==> config.mk <==
export PLATFORM = sky130hd
export DESIGN_NAME = icache_direct_mapped_flat
export DESIGN_NICKNAME = d
export VERILOG_FILES = /design/src/rtl/icache_direct_mapped_pkg.sv /design/src/rtl/icache_direct_mapped_if.sv /design/src/rtl/icache_direct_mapped_line_array.sv /design/src/rtl/icache_direct_mapped.sv /design/src/flat_wrapper.sv
export SDC_FILE = /design/constraint.sdc
export NUM_CORES = 1
export LEC_CHECK = 0
export CAP_MARGIN = 20
export CORE_ASPECT_RATIO = 1.75
export CORE_MARGIN = 1
export CORE_UTILIZATION = 65
export DETAILED_ROUTE_END_ITERATION = 12
export HOLD_SLACK_MARGIN = 0.1
export PLACE_DENSITY = 0.84
export SLEW_MARGIN = 30
export SYNTH_ARGS = -nofsm -noshare
export SYNTH_HDL_FRONTEND = slang
export SYNTH_SLANG_ARGS = --single-unit
==> constraint.sdc <==
create_clock -name CLK -period 21.6 [get_ports CLK]
set_input_delay 4.32 -clock CLK [delete_from_list [all_inputs] [get_ports CLK]]
set_output_delay 4.32 -clock CLK [all_outputs]
set_load 0.02 [all_outputs]
==> src/rtl/icache_direct_mapped_pkg.sv <==
// Shared types, geometry and field helpers for the direct-mapped instruction cache.
package icache_pkg;

  localparam int unsigned NUM_BLOCKS  = 8;
  localparam int unsigned BLOCK_BYTES = 16;
  localparam int unsigned ADDR_W      = 10;

  localparam int unsigned INDEX_W    = $clog2(NUM_BLOCKS);
  localparam int unsigned OFFSET_W   = $clog2(BLOCK_BYTES);
  localparam int unsigned TAG_W      = ADDR_W - INDEX_W - OFFSET_W;
  localparam int unsigned WORD_W     = OFFSET_W - 2;
  localparam int unsigned DATA_W     = BLOCK_BYTES * 8;
  localparam int unsigned INSTR_W    = 32;
  localparam int unsigned MEM_ADDR_W = TAG_W + INDEX_W;

  // Field positions inside the CPU byte address
  localparam int unsigned TAG_LSB   = 7;
  localparam int unsigned INDEX_LSB = 4;
  localparam int unsigned WORD_LSB  = 2;

  typedef enum logic [1:0] {
    StIdle    = 2'd0,
    StMemRead = 2'd1,
    StUpdate  = 2'd2
  } state_e;

  typedef struct packed {
    logic              valid;
    logic [TAG_W-1:0]  tag;
    logic [DATA_W-1:0] data;
  } line_t;

  function automatic logic [TAG_W-1:0] addr_tag(input logic [ADDR_W-1:0] addr);
    return addr[TAG_LSB +: TAG_W];
  endfunction

  function automatic logic [INDEX_W-1:0] addr_index(input logic [ADDR_W-1:0] addr);
    return addr[INDEX_LSB +: INDEX_W];
  endfunction

  function automatic logic [WORD_W-1:0] addr_word(input logic [ADDR_W-1:0] addr);
    return addr[WORD_LSB +: WORD_W];
  endfunction

  // Little-endian word pick: word 0 lives in bits [31:0]
  function automatic logic [INSTR_W-1:0] word_select(input logic [DATA_W-1:0] data,
                                                     input logic [WORD_W-1:0] word);
    logic [6:0] lsb;
    lsb = {word, 5'd0};
    return data[lsb +: INSTR_W];
  endfunction

endpackage

==> src/rtl/icache_direct_mapped_if.sv <==
// CPU fetch port and instruction-memory refill port of the cache.
interface icache_direct_mapped_if
  import icache_pkg::*;
();

  logic [ADDR_W-1:0]     address;
  logic [INSTR_W-1:0]    instruction;
  logic                  busywait;
  logic                  mem_read;
  logic [MEM_ADDR_W-1:0] mem_address;
  logic [DATA_W-1:0]     mem_readdata;
  logic                  mem_busywait;

  // Cache side
  modport slave (
    input  address,
    input  mem_readdata,
    input  mem_busywait,
    output instruction,
    output busywait,
    output mem_read,
    output mem_address
  );

  // CPU + memory side
  modport master (
    output address,
    output mem_readdata,
    output mem_busywait,
    input  instruction,
    input  busywait,
    input  mem_read,
    input  mem_address
  );

endinterface

==> src/rtl/icache_direct_mapped_line_array.sv <==
// Valid/tag/data storage: async-clearable valid bits, one write port, one comb read port.
module icache_line_array
  import icache_pkg::*;
(
  input  logic               clk_i,
  input  logic               rst_ni,
  input  logic               we_i,
  input  logic [INDEX_W-1:0] waddr_i,
  input  logic [TAG_W-1:0]   wtag_i,
  input  logic [DATA_W-1:0]  wdata_i,
  input  logic [INDEX_W-1:0] raddr_i,
  output line_t              rline_o
);

  logic [NUM_BLOCKS-1:0] valid_q;
  logic [TAG_W-1:0]      tag_q  [NUM_BLOCKS];
  logic [DATA_W-1:0]     data_q [NUM_BLOCKS];

  // Valid bits are the only state cleared by reset
  always_ff @(posedge clk_i or negedge rst_ni) begin
    if (!rst_ni) begin
      valid_q <= '0;
    end else if (we_i) begin
      valid_q[waddr_i] <= 1'b1;
    end
  end

  // Tag and data arrays keep their contents across reset
  always_ff @(posedge clk_i) begin
    if (we_i) begin
      tag_q[waddr_i]  <= wtag_i;
      data_q[waddr_i] <= wdata_i;
    end
  end

  // Combinational read of the addressed line
  always_comb begin
    rline_o.valid = valid_q[raddr_i];
    rline_o.tag   = tag_q[raddr_i];
    rline_o.data  = data_q[raddr_i];
  end

endmodule

==> src/rtl/icache_direct_mapped.sv <==
// Direct-mapped read-only instruction cache: same-cycle hits, blocking single-block refill.
module icache_direct_mapped
  import icache_pkg::*;
(
  input  logic                   CLK,
  input  logic                   RESET,
  icache_direct_mapped_if.slave  bus
);

  logic [TAG_W-1:0]   cur_tag;
  logic [INDEX_W-1:0] cur_index;
  logic [WORD_W-1:0]  cur_word;
  logic               unused_addr_bits;

  line_t              rline;
  logic               hit;
  logic [INSTR_W-1:0] hit_word;

  state_e             state_q, state_d;
  logic [TAG_W-1:0]   miss_tag_q;
  logic [INDEX_W-1:0] miss_index_q;
  logic [DATA_W-1:0]  fill_data_q;
  logic [INSTR_W-1:0] last_instr_q;

  logic               busy_raw;
  logic               line_we;

  assign cur_tag          = addr_tag(bus.address);
  assign cur_index        = addr_index(bus.address);
  assign cur_word         = addr_word(bus.address);
  assign unused_addr_bits = ^bus.address[WORD_LSB-1:0];

  icache_line_array u_lines (
    .clk_i   (CLK),
    .rst_ni  (RESET),
    .we_i    (line_we),
    .waddr_i (miss_index_q),
    .wtag_i  (miss_tag_q),
    .wdata_i (fill_data_q),
    .raddr_i (cur_index),
    .rline_o (rline)
  );

  assign hit      = rline.valid && (rline.tag == cur_tag);
  assign hit_word = word_select(rline.data, cur_word);

  // On a miss the CPU sees the last word it successfully fetched
  assign bus.instruction = hit ? hit_word : last_instr_q;

  // State register
  always_ff @(posedge CLK or negedge RESET) begin
    if (!RESET) begin
      state_q <= StIdle;
    end else begin
      state_q <= state_d;
    end
  end

  // Next-state logic
  always_comb begin
    state_d = state_q;
    unique case (state_q)
      StIdle:    if (!hit) state_d = StMemRead;
      StMemRead: if (!bus.mem_busywait) state_d = StUpdate;
      StUpdate:  state_d = StIdle;
      default:   state_d = StIdle;
    endcase
  end

  // Outputs: refill request, stall and line write strobe
  always_comb begin
    busy_raw        = 1'b0;
    bus.mem_read    = 1'b0;
    line_we         = 1'b0;
    bus.mem_address = {miss_tag_q, miss_index_q};
    unique case (state_q)
      StIdle:    busy_raw = !hit;
      StMemRead: begin
        busy_raw     = 1'b1;
        bus.mem_read = 1'b1;
      end
      StUpdate:  begin
        busy_raw = 1'b1;
        line_we  = 1'b1;
      end
      default:   busy_raw = 1'b0;
    endcase
    // Stall is suppressed while reset is held even though every line reads invalid
    bus.busywait = RESET && busy_raw;
  end

  // Latch the refill target so address glitches during a stall cannot redirect it
  always_ff @(posedge CLK or negedge RESET) begin
    if (!RESET) begin
      miss_tag_q   <= '0;
      miss_index_q <= '0;
    end else if (state_q == StIdle && !hit) begin
      miss_tag_q   <= cur_tag;
      miss_index_q <= cur_index;
    end
  end

  // Capture the returned block on the edge the memory finishes
  always_ff @(posedge CLK) begin
    if (state_q == StMemRead && !bus.mem_busywait) begin
      fill_data_q <= bus.mem_readdata;
    end
  end

  // Remember the most recent hit word for display during a miss
  always_ff @(posedge CLK or negedge RESET) begin
    if (!RESET) begin
      last_instr_q <= '0;
    end else if (state_q == StIdle && hit) begin
      last_instr_q <= hit_word;
    end
  end

endmodule

==> src/flat_wrapper.sv <==
// flat-port wrapper written by rule: the top's interface ports become plain ports
module icache_direct_mapped_flat import icache_pkg::*;
  (CLK, RESET, bus_address, bus_mem_readdata, bus_mem_busywait, bus_instruction, bus_busywait, bus_mem_read, bus_mem_address);
  icache_direct_mapped_if bus_i ();
  input  logic CLK;
  input  logic RESET;
  input wire logic [$bits(bus_i.address)-1:0] bus_address;
  input wire logic [$bits(bus_i.mem_readdata)-1:0] bus_mem_readdata;
  input wire logic [$bits(bus_i.mem_busywait)-1:0] bus_mem_busywait;
  output wire logic [$bits(bus_i.instruction)-1:0] bus_instruction;
  output wire logic [$bits(bus_i.busywait)-1:0] bus_busywait;
  output wire logic [$bits(bus_i.mem_read)-1:0] bus_mem_read;
  output wire logic [$bits(bus_i.mem_address)-1:0] bus_mem_address;
  assign bus_i.address = bus_address;
  assign bus_i.mem_readdata = bus_mem_readdata;
  assign bus_i.mem_busywait = bus_mem_busywait;
  assign bus_instruction = bus_i.instruction;
  assign bus_busywait = bus_i.busywait;
  assign bus_mem_read = bus_i.mem_read;
  assign bus_mem_address = bus_i.mem_address;
  icache_direct_mapped u_core (.CLK(CLK), .RESET(RESET), .bus(bus_i));
endmodule
==> Word-level counts from Yosys, hierarchy flattened <==
Memories as Yosys holds them, arrays and structs flattened.
Index checks and enable logic that the tools add are counted.
{ "classes": {"n_eq_ne": 5, "magnitude_cmp": 3, "shift": 1, "reduce_logical": 11, "n_mux": 13, "bitwise": 1} }
{ "ops": {"columns": ["operator", "n"], "rows": [
  ["128-bit by 8-bit indexed part select with 32-bit output", 1],
  ["32-bit two-way mux", 1],
  ["3-bit by 4-bit < comparator with 1-bit output, second input constant", 2],
  ["8-bit OR", 1],
  ["1-bit logical AND", 6],
  ["1-bit two-way mux", 6],
  ["2-bit two-way mux", 2],
  ["2-bit != test, second input constant", 2],
  ["2-bit case mux with 2 select lines", 1],
  ["1-bit binary-select mux with 3-bit select", 1],
  ["1-bit demux with 3-bit select", 1],
  ["3-bit equality test", 1],
  ["3-bit by 1-bit greater-or-equal comparator with 1-bit output, second input constant", 1],
  ["2-bit by 1-bit equality test with 1-bit output, second input constant", 1],
  ["2-bit equality test, second input constant", 1],
  ["1-bit zero test", 2],
  ["2-bit zero test", 1],
  ["1-bit case mux with 2 select lines", 1],
  ["2-bit AND reduction", 1],
  ["2-bit OR reduction", 1]
]} }
{ "word_totals": {"reg_bits": 176, "in_bits": 141, "mem_count": 2, "ram_bits": 1048} }
{ "memory_table": {"columns": ["name", "words", "word_bits", "rd", "rd_ports_with_merged_regs", "wr", "line_no", "text"], "rows": [
  ["u_core.u_lines.data_q", 8, 128, 1, 0, 1, "icache_direct_mapped_line_array.sv:17", "logic [DATA_W-1:0] data_q [NUM_BLOCKS];"],
  ["u_core.u_lines.tag_q", 8, 3, 1, 0, 1, "icache_direct_mapped_line_array.sv:16", "logic [TAG_W-1:0] tag_q [NUM_BLOCKS];"]
]} }

==> Logic depth before layout (Yosys ltp) <==
Gate-level depths: netlist of run 1.
{ "depth": {"ltp_word": 6, "mapped_depth": 10, "mapped_depth_nobuf": 6} }

==> By module <==
From an unflattened synthesis of run 1, not the netlist that was laid out.
{ "hier_totals": {"cells_unflattened": 1859, "area_unflattened_um2": 47118.9} }
{ "modules_own_cells": {"columns": ["module", "cells_each", "area_each_um2", "seq_area_each_um2", "instances"], "rows": [
  ["icache_line_array", 1550, 40321.2, 31670.4, 1],
  ["icache_direct_mapped", 309, 6797.8, 4844.6, 1]
]} }

==> Worst setup path before layout of run 1 <==
OpenSTA, ideal clock, no wires.
{ "synth_timing": {"kind": "input to output", "start": "in bus_address[5]", "end": "out bus_instruction[10]", "slack_ns": 10.693, "t_required_ns": 17.280, "stages": 7, "path_buffers": 3, "arrival_time_ns": 6.587, "cell_sequence": "buf_2 buf_1 clkbuf_1 mux4_2 mux4_2 mux2_2 mux2_2"} }
{ "synth_between": {"elab_chain_len": 4, "elab_cells_between_ends": 8, "classes_between": "1 x eq/ne; 1 x shift; 3 x mux; 1 x reduce/logical; 2 x memory"} }
{ "synth_rtl": {"columns": ["element", "line_no", "text"], "rows": [
  ["from (decl)", "flat_wrapper.sv:7", "input wire logic [$bits(bus_i.address)-1:0] bus_address;"],
  ["parallel branches: the longest is 3 deep, another holds memory 8 x 128 bit", null, null],
  ["32-bit two-way mux (*)", "icache_direct_mapped.sv:48", "assign bus.instruction = hit ? hit_word : last_instr_q;"],
  ["to (decl)", "flat_wrapper.sv:10", "output wire logic [$bits(bus_i.instruction)-1:0] bus_instruction;"]
]} }
Mark *: on every way between the ends. The select of a mux whose other input is x is not followed.

==> Worst setup path in the final report of run 1 <==
{ "layout_timing": {"start": "in bus_address[5]", "end": "out bus_instruction[22]"} }
The elaborated chain is that of the path after synthesis.

==> impl_metrics.ini, run 1 <==
[grt]
grt_max_degree = 133
grtUsageTotal = 0.297
grt_pass1_vias = 22014
overflow = 0
antenna_found_initial = 0
grt_pass1_wl_um = 149000

[final_layout]
final_cell_mix = 1176 x edfxtp_1, 324 x mux4_2, 172 x clkdlybuf4s50_1
antenna-diode-count = 0
final_area_um2 = 52200
area_growth_pct = 13.7
layout.area.seq_um2 = 36500
multi_input_area_um2 = 8970
nets = 2168
drive_gt1_frac = 0.304
post-route-util = 0.750
final_common_cell = edfxtp_1
n_fill_cell = 3475

[min_path]
hold_depth = 1
hold_path_startpoint = u_core.u_lines.valid_q[5]
min_to = u_core.u_lines.valid_q[5]
hold_class = flop to flop

[clock_tree]
cts_sinks = 1224
cts_tree = yes
cts_resized = 0
insertion_delay_ns = 0.68
root_buffer = clkbuf_16
path_clk_slew_ns = 0.07
clock_path_buffers = 3
cts_hold_buffers = 0
cts-htree-levels = 3
cts_setup_buffers = 0
cts_buffers = 100

[timing]
worst_slew_pin_slew_ns = 1.07
clock-skew-final_ns = 0.0231
fmax_mhz = 74.8
finalSetupTns_ns = 0
period_minus_slack_ns = 13.36
slew_headroom = 0.288
grt_setup_unrepaired = false
fin_crit_sh = 0.619
hold_viol_final = 0
setup_viol = 0
slew_viol_final = 0

[die]
ios = 181
initial_core_util = 0.659
die-area_um2 = 71700
die_w_um = 203
core_um2 = 69700
row_count = 128
die_h_um = 354

[setup_path]
r2r_start = u_core.state_q[0]
critical-path-slowest-cell = buf_4
cp_cell_sequence = buf_8, buf_16, buf_4, buf_6, mux4_2, mux2_2, and3_4, mux2_2, clkdlybuf4s50_1
cp.required_ns = 17.28
cp_max_fo = 69
path_delay_family = buffers and inverters
r2r_slack_ns = 18.44
critical_path_arrival_ns = 9.04
critPathBufInv = 5
worstSetupPathType = primary input to primary output
reg2reg_depth = 6
reg2reg_to = u_core.u_lines.data_q[4][29]
cp-start-kind = primary input
cp.depth = 9
cp_slowest_stage_delay_ns = 0.80
crit_top_cell = mux2_2
end_kind = primary output

[routing]
routed_wl_um = 103000
dr.pass1.iters = 5
viasPerCell = 6.82
route.vias.total = 20556
drc = 0
wl_per_cell_um = 34.2
ant_nets = 0
drtIter0Drc = 2092

[synthesis]
syn_area_um2 = 45900
synth_edf_count = 1176
yosysUniqueCellTypes = 31
yosysSeqAreaShare = 0.795
dominantRegCellSynth = edfxtp_1
yosys_register_bits = 1224
syn-num-nets = 1947
netlist_instances = 1801
avgSynthCellArea_um2 = 25.5
synth_warnings = 0
async_reset_ff_frac = 0.0392

[placed_design]
place_congestion = 0.755
place_area_um2 = 48700
io_buffers = 178
dp_hpwl_um = 50500

[power]
powerDensity_nw_per_um2 = 109
leakage_nw = 16.5
peakVddDrop_uv = 142
totalPowerFinal_mw = 5.68

[job]
timing.max_cap.violations = 0

[outcome]
status = finished clean
[power breakdown]
group	internal [mW]	switching (mW)	total, mW
Sequential	2.94	0.161	3.10
Combinational	0.283	0.379	0.662
Clock	1.08	0.826	1.91
[synthesized netlist by cell type (2+ instances only)]
cell / count / share of area
mux4_2: 324 / 0.16
buf_4: 24 / 0.0039
and3_1: 2 / 0.00027
nand2_1: 4 / 0.00033
nor3_1: 2 / 0.00022
edfxtp_1: 1176 / 0.77
mux2_2: 107 / 0.026
nand2b_1: 5 / 0.00068
buf_2: 8 / 0.00087
ha_1: 5 / 0.0014
buf_6: 7 / 0.0017
a21oi_1: 2 / 0.00022
inv_1: 5 / 0.00041
buf_1: 18 / 0.0015
clkbuf_1: 29 / 0.0024
or2_2: 8 / 0.0011
dfrtp_1: 48 / 0.026
nor2_1: 7 / 0.00057
mux2i_1: 8 / 0.0017
[worst max path at each step]
stage                     slack (ns)             endpoint            from
after floorplan                10.69  bus_instruction[10]  bus_address[5]
after global placement          7.78  bus_instruction[12]  bus_address[5]
after detailed placement        7.73  bus_instruction[15]  bus_address[5]
after CTS                       7.65  bus_instruction[15]  bus_address[5]
after global routing            8.07  bus_instruction[20]  bus_address[5]
final                           8.24  bus_instruction[22]  bus_address[5]
[sequential cells by signal (all words and copies together) (netlist names)]
register,count
u_core.u_lines.tag_q,24
u_core.miss_index_q,3
u_core.last_instr_q,32
u_core.fill_data_q,128
u_core.miss_tag_q,3
u_core.u_lines.valid_q,8
u_core.state_q,2
u_core.u_lines.data_q,1024
[final cells by class]
type	instances	share of cell area
sequential	1224	0.699
multi-input combinational	486	0.172
inverter	5	0.000359
timing repair buffer	205	0.0408
clock buffer	121	0.0508
clock inverter	65	0.0151
tap	910	0.0218
[metrics by stage]
step	hold slack (ns)	worst slack (ns)	std cells
2_1_floorplan	0.434	10.69	1801
3_3_place_gp	0.445	7.78	2827
3_5_place_dp	0.452	7.73	2829
4_1_cts	0.480	7.65	3015
5_1_grt	0.487	8.07	3016
6_report	0.484	8.24	3016
[routing by layer]
layer | up-vias | part of all wire | track usage
met1 | 10951 | 0.34 | 0.366
met3 | 231 | 0.068 | 0.0372
li1 | 8169 | - | -
met5 | - | 0 | 0
met2 | 1205 | 0.54 | 0.519
met4 | 0 | 0.052 | 0.155
[kinds of logic (layout without fill, tap and decap cells)]
group / count (synthesis) / count (layout) / synth area share
flip-flops: 1224 / 1224 / 0.795
multiplexers: 439 / 439 / 0.187
buffers and inverters: 91 / 396 / 0.0108
AND/OR/NAND/NOR: 32 / 32 / 0.00382
AO/OA/AOI/OAI: 8 / 8 / 0.00131
adder cells (fa/ha/maj): 5 / 5 / 0.00136
XOR/XNOR: 2 / 2 / 0.000382
Power figures use the tool's default switching activity.
==> inputs of run 2 (changes only) <==
--- a/config.mk
+++ b/config.mk
@@ -8,10 +8,10 @@
 export CAP_MARGIN = 20
 export CORE_ASPECT_RATIO = 1.75
 export CORE_MARGIN = 1
-export CORE_UTILIZATION = 65
+export CORE_UTILIZATION = 54
 export DETAILED_ROUTE_END_ITERATION = 12
 export HOLD_SLACK_MARGIN = 0.1
-export PLACE_DENSITY = 0.84
+export PLACE_DENSITY = 0.75
 export SLEW_MARGIN = 30
 export SYNTH_ARGS = -nofsm -noshare
 export SYNTH_HDL_FRONTEND = slang
==> constraint.sdc (replaced) <==
create_clock -name CLK -period 11.65 [get_ports CLK]
set_input_delay 2.33 -clock CLK [delete_from_list [all_inputs] [get_ports CLK]]
set_output_delay 2.33 -clock CLK [all_outputs]
set_load 0.02 [all_outputs]
==> run 2 against run 1 <==
Compared with the run above:
- register-to-register slack worse by 11 ns
- global-route usage down 7.4 points
- via count down 4.4%
- count of clock-buffer cells in the layout up 14
- critical path type unchanged
==> impl_metrics.ini, run 2 (synthesis gave the netlist of run 1 again) <==
[min_path]
hold_class = flop to flop
hold_depth = 1
hold_path_startpoint = u_core.u_lines.valid_q[7]
min_to = u_core.u_lines.valid_q[7]

[grt]
grt_max_degree = 142
grtUsageTotal = 0.223
grt_pass1_vias = 21796
grt_pass1_wl_um = 138000
antenna_found_initial = 2
overflow = 0

[clock_tree]
cts_sinks = 1224
path_clk_slew_ns = 0.07
root_buffer = clkbuf_16
cts_tree = yes
cts_hold_buffers = 0
cts_setup_buffers = 0
insertion_delay_ns = 0.69
cts_buffers = 105
clock_path_buffers = 3
cts_resized = 0
cts-htree-levels = 3

[timing]
slew_viol_final = 0
fmax_mhz = 114
worst_slew_pin_slew_ns = 1.18
clock-skew-final_ns = 0.0185
grt_setup_unrepaired = false
setup_viol = 0
finalSetupTns_ns = 0
hold_viol_final = 0
slew_headroom = 0.211
period_minus_slack_ns = 8.75
fin_crit_sh = 0.751

[final_layout]
final_common_cell = edfxtp_1
final_area_um2 = 52400
n_fill_cell = 5540
largest_register_ffs = 1024
top_regs = u_core.u_lines.data_q: 1024 flops, u_core.fill_data_q: 128 flops, u_core.last_instr_q: 32 flops
drive_gt1_frac = 0.304
post-route-util = 0.622
antenna-diode-count = 0
final_cell_mix = 1176 x edfxtp_1, 324 x mux4_2, 172 x clkdlybuf4s50_1
area_growth_pct = 14.2
nets = 2172
largest_register = u_core.u_lines.data_q

[die]
row_count = 141
die_h_um = 388
die-area_um2 = 86200
initial_core_util = 0.544
core_um2 = 84300
ios = 181
die_w_um = 222

[power]
peakVddDrop_uv = 224
leakage_nw = 16.5
powerDensity_nw_per_um2 = 197

[job]
timing.max_cap.violations = 0

[routing]
viasPerCell = 6.17
drtIter0Drc = 1748
route.vias.total = 19652
ant_nets = 0
routed_wl_um = 93600
drc = 0
dr.pass1.iters = 5
wl_per_cell_um = 29.4

[setup_path]
reg2reg_depth = 6
worstSetupPathType = primary input to primary output
reg2reg_to = u_core.u_lines.data_q[2][86]
path_delay_family = simple AND/OR/NAND/NOR gates
cp_cell_sequence = buf_8, buf_16, nor2b_1, a2111oi_0, nor4_1, nor3_2, and3_2, mux2_2, clkdlybuf4s50_1
r2r_slack_ns = 7.93
critical_path_arrival_ns = 6.42
r2r_start = u_core.state_q[0]
cp_slowest_stage_delay_ns = 0.93
cp_max_fo = 75
timing.critical_path.from = bus_address[5]
cp-start-kind = primary input
end_kind = primary output
critPathBufInv = 3
critical-path-slowest-cell = and3_2
cp.required_ns = 9.32

[placed_design]
dp_hpwl_um = 48400
place_area_um2 = 49000
place_congestion = 0.718
io_buffers = 178

[outcome]
status = finished clean
run 2: cell count changes in the layout (fill, tap and decap cells not counted), sizes merged:
cell / before / now
clkbuf: 121 / 135
clkinvlp: 6 / 3
inv: 9 / 8
buf: 33 / 32
bufinv: 17 / 6
clkinv: 38 / 48
run 2: area by class of cell:
type / instances / area [um2] / share of cell area
clock buffer: 135 / 2910 / 0.0554
multi-input combinational: 486 / 8970 / 0.171
clock inverter: 60 / 445 / 0.00849
timing repair buffer: 204 / 2250 / 0.0429
inverter: 5 / 18.8 / 0.000358
tap: 1072 / 1340 / 0.0256
sequential: 1224 / 36500 / 0.696
run 2: worst register-to-register path: cells and delay by family (launching register included):
kind	cells	cell delay, ns
buf+inv	3	1.70
simple gates	2	0.98
flops	1	0.42
fa+ha+maj	1	0.19
run 2: through the flow:
| stage | hold WS [ns] | cells | power [mW] | worst slack, ns |
|---|---|---|---|---|
| 4_1_cts | 0.469 | 3182 | 10.4 | 2.89 |
| 3_5_place_dp | 0.453 | 2987 | 7.01 | 2.87 |
| 3_3_place_gp | 0.446 | 2984 | 6.94 | 2.91 |
| 5_1_grt | 0.489 | 3186 | 10.6 | 2.59 |
| 2_1_floorplan | 0.434 | 1801 | 6.49 | 1.07 |
| 6_report | 0.478 | 3186 | 10.3 | 2.90 |
run 2: metal layers:
metal / GRT usage / vias up / part of all wire
met5: 0 / - / 0.000096
met4: 0.0923 / 2 / 0.036
met3: 0.0318 / 139 / 0.056
met2: 0.390 / 756 / 0.53
met1: 0.281 / 10561 / 0.38
li1: - / 8194 / -
run 2: worst max path at each step:
stage / to / cells past startpoint
2_1_floorplan: u_core.u_lines.valid_q[0] / 5
3_3_place_gp: bus_instruction[23] / 7
3_5_place_dp: bus_instruction[17] / 9
4_1_cts: bus_instruction[17] / 9
5_1_grt: bus_instruction[22] / 9
6_report: bus_instruction[16] / 9
run 2: power breakdown:
group	total, mW	internal (mW)	leakage (nW)	switching, mW
clock	3.40	1.89	1.66	1.51
sequential	5.72	5.46	11.2	0.261
combinational	1.19	0.529	3.66	0.665
==> inputs of run 3 (changes only) <==
==> constraint.sdc (replaced) <==
create_clock -name CLK -period 7.7 [get_ports CLK]
set_input_delay 1.54 -clock CLK [delete_from_list [all_inputs] [get_ports CLK]]
set_output_delay 1.54 -clock CLK [all_outputs]
set_load 0.02 [all_outputs]
==> run 3 against run 2 <==
Compared with the run above:
- count of clock-buffer cells in the layout shrank 9
- die area unchanged
- register-to-register slack got worse by 3.1 ns
- core utilization increased by 0.11 points
- wire length is 1.9% higher
- worst setup slack got worse by 2.1 ns
- hold slack got worse by 0.0075 ns
- sequential power rose by 52%
- largest cell class unchanged
==> impl_metrics.ini, run 3 (synthesis gave the netlist of run 1 again) <==
[routing]
drt-met1-wl_um = 35200
met2WireLength_um = 50400
top_layer = met5
ant_nets = 0
drc = 0
route.vias.total = 19893
dr.pass1.iters = 5
dr_wl_met3_um = 5600
wl_per_cell_um = 29.9
viasPerCell = 6.23
routed_wl_um = 95500
drtIter0Drc = 1768

[outcome]
status = finished clean

[die]
die_h_um = 388
ios = 181
initial_core_util = 0.544
row_count = 141
die-area_um2 = 86200
core_um2 = 84300
die_w_um = 222

[final_layout]
area_growth_pct = 14.4
nets = 2180
largest_register = u_core.u_lines.data_q
final_area_um2 = 52500
final_cell_mix = 1176 x edfxtp_1, 324 x mux4_2, 172 x clkdlybuf4s50_1
final_common_cell = edfxtp_1
n_fill_cell = 5484
drive_gt1_frac = 0.303
top_regs = u_core.u_lines.data_q: 1024 flops, u_core.fill_data_q: 128 flops, u_core.last_instr_q: 32 flops
largest_register_ffs = 1024

[clock_tree]
cts_resized = 0
path_clk_slew_ns = 0.06
root_buffer = clkbuf_16
cts_hold_buffers = 0
clock_path_buffers = 3
cts_sinks = 1224
cts_tree = yes
insertion_delay_ns = 0.69
cts-htree-levels = 3
cts_setup_buffers = 0
cts_buffers = 106

[timing]
slew_headroom = 0.321
clock-skew-final_ns = 0.0221
slew_viol_final = 0
setup_viol = 0
fmax_mhz = 146
grt_setup_unrepaired = false
fin_crit_sh = 0.891
finalSetupTns_ns = 0
hold_viol_final = 0
period_minus_slack_ns = 6.86
worst_slew_pin_slew_ns = 1.02

[placed_design]
io_buffers = 178
place_area_um2 = 49100
dp_hpwl_um = 49400
place_congestion = 0.720

[min_path]
hold_class = flop to flop

[grt]
antenna_found_initial = 2
grt_pass1_vias = 21652
grt_max_degree = 144
grtUsageTotal = 0.228
grt_pass1_wl_um = 142000
overflow = 0

[setup_path]
end_kind = primary output
cp_max_fo = 65
r2r_slack_ns = 4.79
critical_path_arrival_ns = 5.32
cp-start-kind = primary input
cp.required_ns = 6.16
worstSetupPathType = primary input to primary output

[power]
leakage_nw = 16.6
powerDensity_nw_per_um2 = 299
totalPowerFinal_mw = 15.7
peakVddDrop_uv = 235

[job]
timing.max_cap.violations = 0
run 3: report_power, final:
group	total, mW	switching [mW]	leakage, nW	internal [mW]
clock network	5.20	2.29	1.66	2.92
registers	8.67	0.410	11.2	8.26
logic	1.84	1.02	3.70	0.814
total	15.7	3.72	16.6	12.0
run 3: cell type report:
cell class	count	area, um2	area share
Sequential cell	1224	36500	0.695
Multi-Input combinational cell	486	8980	0.171
Clock buffer	126	2790	0.0531
Timing Repair Buffer	211	2300	0.0437
Tap cell	1072	1340	0.0255
Clock inverter	69	591	0.0112
Inverter	5	18.8	0.000357
Antenna cell	1	2.50	0.0000476
run 3: path summary, 6_finish.rpt:
check                                                from                            to  depth (start not counted)
worst min register to register  u_core.u_lines.valid_q[5]     u_core.u_lines.valid_q[5]                          1
min in group asynchronous                           RESET          u_core.miss_tag_q[0]                          2
max in group asynchronous                           RESET       u_core.last_instr_q[12]                          2
worst min-delay path            u_core.u_lines.valid_q[5]     u_core.u_lines.valid_q[5]                          1
worst max-delay path                       bus_address[5]           bus_instruction[10]                          9
worst max register to register          u_core.state_q[0]  u_core.u_lines.data_q[7][71]                          5
run 3: layer usage:
metal  global-route usage  vias up
li1                     -     8205
met1                0.287    10690
met2                0.391      825
met3               0.0349      169
met4                0.110        4
met5                    0        -
run 3: worst max-delay path, stage by stage:
cell,delay (ns)
buf_8,0.43
mux2_2,0.42
nor3b_1,0.32
nor4_1,0.12
nor3_2,0.42
and3_2,0.73
buf_4,0.36
mux2_2,0.37
clkdlybuf4s50_1,0.55
run 3: stage by stage:
step / setup slack, ns / std cells / hold slack [ns] / utilization
3_5_place_dp: 0.884 / 2996 / 0.452 / 0.582
2_1_floorplan: 0.215 / 1801 / 0.434 / -
5_1_grt: 0.633 / 3193 / 0.490 / 0.623
6_report: 0.837 / 3194 / 0.471 / 0.623
3_3_place_gp: 0.924 / 2990 / 0.446 / 0.580
4_1_cts: 0.863 / 3191 / 0.470 / 0.622
